### config.mk
export PLATFORM = sky130hd
export DESIGN_NAME = nibble_packer_flat
export DESIGN_NICKNAME = d
export VERILOG_FILES = /design/src/rtl/nibble_packer_pkg.sv /design/src/rtl/nibble_packer_if.sv /design/src/rtl/nibble_packer.sv /design/src/flat_wrapper.sv
export SDC_FILE = /design/constraint.sdc
export NUM_CORES = 1
export LEC_CHECK = 0
export ABC_AREA = 1
export CAP_MARGIN = 20
export CORE_MARGIN = 8
export CORE_UTILIZATION = 49
export CTS_CLUSTER_SIZE = 12
export DETAILED_ROUTE_END_ITERATION = 10
export HOLD_SLACK_MARGIN = 0.05
export PLACE_DENSITY = 0.86
export SYNTH_ARGS = -nofsm -noshare
export SYNTH_HDL_FRONTEND = slang
export SYNTH_SLANG_ARGS = --single-unit
### constraint.sdc
create_clock -name clk -period 2.26 [get_ports clk]
set_clock_uncertainty 0.05 [all_clocks]
set_input_delay 0.452 -clock clk [delete_from_list [all_inputs] [get_ports clk]]
set_output_delay 0.452 -clock clk [all_outputs]
set_load 0.01 [all_outputs]
### src/rtl/nibble_packer_pkg.sv
// Shared constants and FSM encoding for the nibble packer.
package nibble_packer_pkg;

    localparam int unsigned DATA_W_DEF = 4;
    localparam int unsigned N_DEF      = 4;

    // FILL collects nibbles; HOLD presents a finished word until taken.
    typedef enum logic {
        FILL = 1'b0,
        HOLD = 1'b1
    } state_t;

    // Width needed to hold a nibble count in the range 0..n.
    function automatic int unsigned count_width(input int unsigned n);
        return $clog2(n + 1);
    endfunction

endpackage

### src/rtl/nibble_packer_if.sv
// Handshake bundle between the nibble source, the packer and the word sink.
interface nibble_packer_if
    import nibble_packer_pkg::*;
#(
    parameter int unsigned DATA_W = DATA_W_DEF,
    parameter int unsigned N      = N_DEF
);

    localparam int unsigned WORD_W = N * DATA_W;
    localparam int unsigned CNT_W  = count_width(N);

    logic              in_valid;
    logic [DATA_W-1:0] in_data;
    logic              in_ready;
    logic              flush;
    logic              out_valid;
    logic [WORD_W-1:0] out_data;
    logic [CNT_W-1:0]  out_count;
    logic              out_ready;

    // Environment side: supplies nibbles/flush, consumes words.
    modport master (
        output in_valid, in_data, flush, out_ready,
        input  in_ready, out_valid, out_data, out_count
    );

    // Packer side.
    modport slave (
        input  in_valid, in_data, flush, out_ready,
        output in_ready, out_valid, out_data, out_count
    );

endinterface

### src/rtl/nibble_packer.sv
// Packs a stream of DATA_W-bit nibbles into N-nibble words, first nibble in
// the least-significant slot; flush emits a partially filled word.
module nibble_packer
    import nibble_packer_pkg::*;
#(
    parameter int unsigned DATA_W = DATA_W_DEF,
    parameter int unsigned N      = N_DEF
) (
    input  logic             clk,
    input  logic             rst,
    nibble_packer_if.slave   bus
);

    localparam int unsigned CNT_W = count_width(N);
    localparam int unsigned IDX_W = (N > 1) ? $clog2(N) : 1;

    state_t                        state;
    logic [CNT_W-1:0]              cnt;
    logic [N-1:0][DATA_W-1:0]      slots;
    logic                          out_valid_q;
    logic [CNT_W-1:0]              out_count_q;

    // Upstream may dequeue whenever the buffer is filling, or when the held
    // word leaves this cycle; independent of in_valid to avoid a loop with
    // the source queue.
    assign bus.in_ready  = (state == FILL) ? 1'b1 : bus.out_ready;
    assign bus.out_valid = out_valid_q;
    assign bus.out_data  = slots;
    assign bus.out_count = out_count_q;

    // Packing FSM: slot writes, word completion, flush and retirement.
    always_ff @(posedge clk) begin
        if (rst) begin
            state       <= FILL;
            cnt         <= '0;
            slots       <= '0;
            out_valid_q <= 1'b0;
            out_count_q <= '0;
        end else begin
            case (state)
                FILL: begin
                    if (bus.in_valid) begin
                        slots[IDX_W'(cnt)] <= bus.in_data;
                        // A flush on the same cycle still includes this nibble.
                        if ((cnt == CNT_W'(N - 1)) || bus.flush) begin
                            state       <= HOLD;
                            out_valid_q <= 1'b1;
                            out_count_q <= cnt + CNT_W'(1);
                            cnt         <= '0;
                        end else begin
                            cnt <= cnt + CNT_W'(1);
                        end
                    end else if (bus.flush && (cnt != '0)) begin
                        state       <= HOLD;
                        out_valid_q <= 1'b1;
                        out_count_q <= cnt;
                        cnt         <= '0;
                    end
                end
                HOLD: begin
                    // Word and count stay frozen until the sink takes them.
                    if (bus.out_ready) begin
                        state       <= FILL;
                        out_valid_q <= 1'b0;
                        out_count_q <= '0;
                        // Clearing keeps slots above cnt at zero in later words.
                        slots       <= '0;
                        if (bus.in_valid) begin
                            slots[0] <= bus.in_data;
                            cnt      <= CNT_W'(1);
                        end else begin
                            cnt <= '0;
                        end
                    end
                end
                default: begin
                    state <= FILL;
                end
            endcase
        end
    end

endmodule
### src/flat_wrapper.sv
// flat-port wrapper written by rule: the top's interface ports become plain ports
module nibble_packer_flat import nibble_packer_pkg::*;
#(
    parameter int unsigned DATA_W = DATA_W_DEF,
    parameter int unsigned N      = N_DEF
)
  (clk, rst, bus_in_valid, bus_in_data, bus_flush, bus_out_ready, bus_in_ready, bus_out_valid, bus_out_data, bus_out_count);
  nibble_packer_if #(.DATA_W(DATA_W), .N(N)) bus_i ();
  input  logic clk;
  input  logic rst;
  input wire logic [$bits(bus_i.in_valid)-1:0] bus_in_valid;
  input wire logic [$bits(bus_i.in_data)-1:0] bus_in_data;
  input wire logic [$bits(bus_i.flush)-1:0] bus_flush;
  input wire logic [$bits(bus_i.out_ready)-1:0] bus_out_ready;
  output wire logic [$bits(bus_i.in_ready)-1:0] bus_in_ready;
  output wire logic [$bits(bus_i.out_valid)-1:0] bus_out_valid;
  output wire logic [$bits(bus_i.out_data)-1:0] bus_out_data;
  output wire logic [$bits(bus_i.out_count)-1:0] bus_out_count;
  assign bus_i.in_valid = bus_in_valid;
  assign bus_i.in_data = bus_in_data;
  assign bus_i.flush = bus_flush;
  assign bus_i.out_ready = bus_out_ready;
  assign bus_in_ready = bus_i.in_ready;
  assign bus_out_valid = bus_i.out_valid;
  assign bus_out_data = bus_i.out_data;
  assign bus_out_count = bus_i.out_count;
  nibble_packer #(.DATA_W(DATA_W), .N(N)) u_core (.clk(clk), .rst(rst), .bus(bus_i));
endmodule
After elaboration in Yosys (flattened, before gate mapping)

Index checks and enable logic that the tools add are counted.

Reduce and logical (&&, ||, !) cells: 7
Bitwise logic cells: 1
Equality and inequality tests: 5
$lt $le $gt $ge: 2
Mux-type cells: 29
Add/subtract/negate cells: 1

Operators by type and width:

| kind                | count |
|---|---|
| $mux 16             | 2 |
| $pmux 16 s2         | 1 |
| $mux 3              | 8 |
| $bwmux 16           | 1 |
| $pmux 3 s2          | 2 |
| $mux 1              | 10 |
| $demux 4 s2         | 1 |
| $mux 4              | 2 |
| $ne 3x3->1 const B  | 2 |
| $ne 2x2->1 const B  | 2 |
| $pmux 1 s2          | 2 |
| $reduce_and 2->1    | 2 |
| $add 3x1->3 const B | 1 |
| $eq 3x2->1 const B  | 1 |
| $lt 2x3->1 const B  | 1 |
| $reduce_and 3->1    | 1 |
| $reduce_bool 3->1   | 1 |
| $ge 2x1->1 const B  | 1 |
| $logic_and 1x1->1   | 2 |
| $logic_or 1x1->1    | 1 |
| $not 1->1           | 1 |

Logic and storage cells: 53
Output and inout bits: 21
Register bits after elaboration: 24
Bits of input ports: 9

Logic depth before layout (Yosys ltp)

Word-level depth: 7
Depth in mapped cells: 9
Depth with buffers taken out: 9

Worst setup path after synthesis

Ideal clock, no wire load.

Kind: register -> register
From: register u_core.cnt[0]
To: register u_core.slots (netlist bit u_core.bus.out_data[10])
Path slack: 0.921 ns
Arrival time: 1.172 ns
Clock period less this slack: 1.339 ns
Path buffers: 0
Required time: 2.093 ns
Stages on the path, launching flop included: 10
Setup time: 0.117 ns
Path through: dfxtp_1 -> inv_1 -> ha_1 -> inv_1 -> nor2_1 -> nand2_1 -> nand2_2 -> inv_2 -> a21oi_1 -> nor2_1

Word-level cells in the longest chain between the ends: 7
Elaborated cells on any way between the ends: 8
Those cells by class: order compare (2); mux (5); reduce/logical (1)

RTL lines:

| item                                                           | RTL line            | text |
|---|---|---|
| from (decl)                                                    | nibble_packer.sv:18 | `logic [CNT_W-1:0] cnt;` |
| from (signal assigned)                                         | nibble_packer.sv:51 | `cnt <= cnt + CNT_W'(1);` |
| $lt 2x3->1 (not written as such) or $ge 2x1->1 (tied branches) | nibble_packer.sv:43 | `slots[IDX_W'(cnt)] <= bus.in_data;` |
| $logic_and 1x1->1 (not written as such)                        | nibble_packer.sv:43 |  |
| $mux 4 (not written as such)                                   | nibble_packer.sv:43 |  |
| $demux 4 s2 (*)                                                | n/a                 |  |
| $bwmux 16 (*)                                                  | nibble_packer.sv:43 |  |
| $mux 16 (*)                                                    | nibble_packer.sv:42 | `if (bus.in_valid) begin` |
| $pmux 16 s2 (*)                                                | nibble_packer.sv:40 | `case (state)` |
| to (signal, indexed assignment)                                | nibble_packer.sv:43 |  |
| to (decl)                                                      | nibble_packer.sv:19 | `logic [N-1:0][DATA_W-1:0] slots;` |

Every way passes the cells marked *; elsewhere a longest branch is shown, timed or not. The select of a mux whose other input is x is not followed.
A chain may end at the register's enable or synchronous reset.

Final worst setup path

From: register u_core.state
To: output port bus_in_ready

Word-level cells in the longest chain between the ends: 1

RTL lines:

| item                   | RTL line            | text |
|---|---|---|
| from (decl)            | nibble_packer.sv:17 | `state_t state;` |
| from (signal assigned) | nibble_packer.sv:34 | `state <= FILL;` |
| from (signal assigned) | nibble_packer.sv:46 | `state <= HOLD;` |
| from (signal assigned) | nibble_packer.sv:54 | `state <= HOLD;` |
| $mux 1                 | nibble_packer.sv:26 | `assign bus.in_ready = (state == FILL) ? 1'b1 : bus.out_ready;` |
| to (decl)              | flat_wrapper.sv:15  | `output wire logic [$bits(bus_i.in_ready)-1:0] bus_in_ready;` |

No other way between the ends.

==> out/results.txt <==
CORE AREA = 0.00223 mm^2
Num CTS Buffers = 3
final setup violation count = 0
fraction of layout cells with a size suffix above 1 = 11.2%
final count of hold timing violations = 0
Max transition margin = 70.0%
clk slew on worst S/H paths = 0.14 ns
Max-Cap Viols = 0
first-pass GRT wire length = 5.09 mm
Compound-Gate Fraction of Synth Area = 15.0%
Vias/cell = 5.26
Sink Count = 24
Post-CTS Setup Repair Bufs = 0
Diodes inserted = 0
via count of the first global-routing pass = 1,158
worst stage delay on the critical path = 0.52 ns
Post-Syn Area = 0.00116 mm^2
CP Cell Sequence = inv_2 -> or2_4 -> clkdlybuf4s50_1
CP Class = flip-flop to primary output
Post-Syn Instances = 166
worst skew pair latency = 0.32 ns
VDD IR max = 0.000538 V
post-synthesis mux area share = 0%
DP HPWL = 2.31 mm
main combinational cell family by area after synthesis = simple AND/OR/NAND/NOR gates
RSZ-0062 raised after global routing = no
crit share post-route = 97.5%
DR iter-0 viols = 48
DRT Pass-1 Iters = 4
register area = 480 um^2
routed len/inst = 13.4 um
yosys warns = 0
CTS Buffer Depth = 2
fin nets = 212
crit end category = primary output
Die Y = 64.8 um
area leader, netlist = dfxtp_1
Routed WL = 3.01 mm
Port Buffers = 29
Reg2Reg Depth = 9
Seq cells post-synth = 24
die area = 0.00419 mm^2
hold buffers post-CTS = 0
simple-gate share of the synthesized area = 29.8%
root buffer cell = clkbuf_4
synth top area cells = dfxtp_1 41%, nor2_1 10%, nand2_1 8.4%
worst path required time = 1.76 ns
PD cells = 662 mW/mm^2
Initial Util = 52.2%
final slew viol count = 0
fin crit period = 2.20 ns
vias = 1,183
post-synth top area share = 41.2%
grt ovf = 0
number of fillers in the final layout = 187
area of the multi-input gates = 584 um^2
Hold WC Path Type = flip-flop to flip-flop
crit path launch type = flip-flop
post-route ant nets = 0
maximum clock rate = 0.454 GHz
RD Place Congestion = 0.829
Avg Cell Area, Syn = 7.02 um^2
DRC viols = 0
Area Overhead vs Synth = 31.3%
H-tree depth = 1
Synth cell types = 17
Ports = 30
PnR worst setup slack = 0.0558 ns
Syn Nets = 180
Crit Path Max Fanout = 7
CTS tree = done
Total GRT Usage = 14.7%
Die W = 64.8 um
DP Worst Slack = 0.115 ns
setup TNS = 0 ns
P_leak = 0.000663 uW
critical path's slowest cell = dfxtp_1
Synth Area in Adders = 5.37%
Synth Area in XOR/XNOR = 0%
num rows = 17
PostCTS Resize Cnt = 0
initial antenna violation count = 0
Worst-Margin Slew = 0.449 ns
largest net degree at the start of global routing = 17
register area share after synthesis = 41.2%
hold depth = 2
CP arrival = 1.70 ns
outcome = finished, final reports clean
metal layers:
layer	track usage, %	vias to the layer above	part of all wire, %	routed length, um
li1	-	592	-	-
met1	16.0	546	41	1230
met2	26.0	33	51	1530
met3	3.61	12	5.5	165
met4	7.08	0	2.9	88
met5	0	-	0	0
registers in the layout, summed over array words and instances, names as in the netlist:
register              flops
u_core.bus.out_count      3
u_core.bus.out_data      16
u_core.bus.out_valid      1
u_core.cnt                3
u_core.state              1
cell usage after synthesis, drive strengths merged:
| cell | n |
|---|---|
| a21boi | 1 |
| a21oi | 16 |
| buf | 3 |
| dfxtp | 24 |
| ha | 5 |
| inv | 21 |
| nand2 | 32 |
| nand3 | 13 |
| nor2 | 34 |
| o21ai | 16 |
| or2 | 1 |
logic make-up (layout without fill, tap and decap cells):
| kind of cell | Yosys count | after routing |
|---|---|---|
| flops | 24 | 24 |
| buf+inv | 24 | 55 |
| simple gates | 80 | 80 |
| compound gates | 33 | 33 |
| fa+ha+maj | 5 | 5 |
final cells by class:
class | count | area share, %
Multi-Input combinational cell | 118 | 38.2
Sequential cell | 24 | 31.4
Timing Repair Buffer | 30 | 19.5
Inverter | 21 | 5.16
Tap cell | 28 | 2.29
Clock inverter | 1 | 1.96
Clock buffer | 3 | 1.47
metrics by stage:
stage	total power, uW	hold WS [ns]	std cells	util, %	instance area, um^2
after floorplan	606	0.420	166	-	1160
after detailed placement	704	0.417	221	66.1	1480
after CTS	1010	0.439	225	68.5	1530
final	1010	0.433	225	68.5	1530
after global routing	1060	0.449	225	68.5	1530
after global placement	696	0.411	221	66.1	1480
placed cells by master (no fill, tap or decap):
cell type and n:
inv_2 5, ha_1 5, a21oi_1 14, or2_4 1, a21oi_2 2, bufinv_16 1, inv_1 16, dfxtp_1 24
buf_4 1, clkbuf_4 3, nor2_1 32, nand2_2 6, a21boi_1 1, nand3_1 12, nand3_2 1, nand2_1 26
nor2_2 2, o21ai_0 16, clkdlybuf4s50_1 29
worst paths after layout:
path                                  to  slack [ns]            startpoint
hold / removal      u_core.bus.out_valid        0.43  u_core.bus.out_valid
hold reg to reg     u_core.bus.out_valid        0.43  u_core.bus.out_valid
setup reg to reg  u_core.bus.out_data[9]        0.64         u_core.cnt[0]
setup / recovery            bus_in_ready        0.06          u_core.state
critical path, delay by kind of cell (launching register included):
kind | cells | cell delay (ns)
buffers and inverters | 2 | 0.59
AND/OR/NAND/NOR | 1 | 0.27
flip-flops | 1 | 0.52
where the power goes:
part	switching, uW	total, uW	internal, uW
clock network	137	316	179
registers	18.6	473	454
logic	122	224	102
Note: power is estimated with default switching activity, not from simulation.
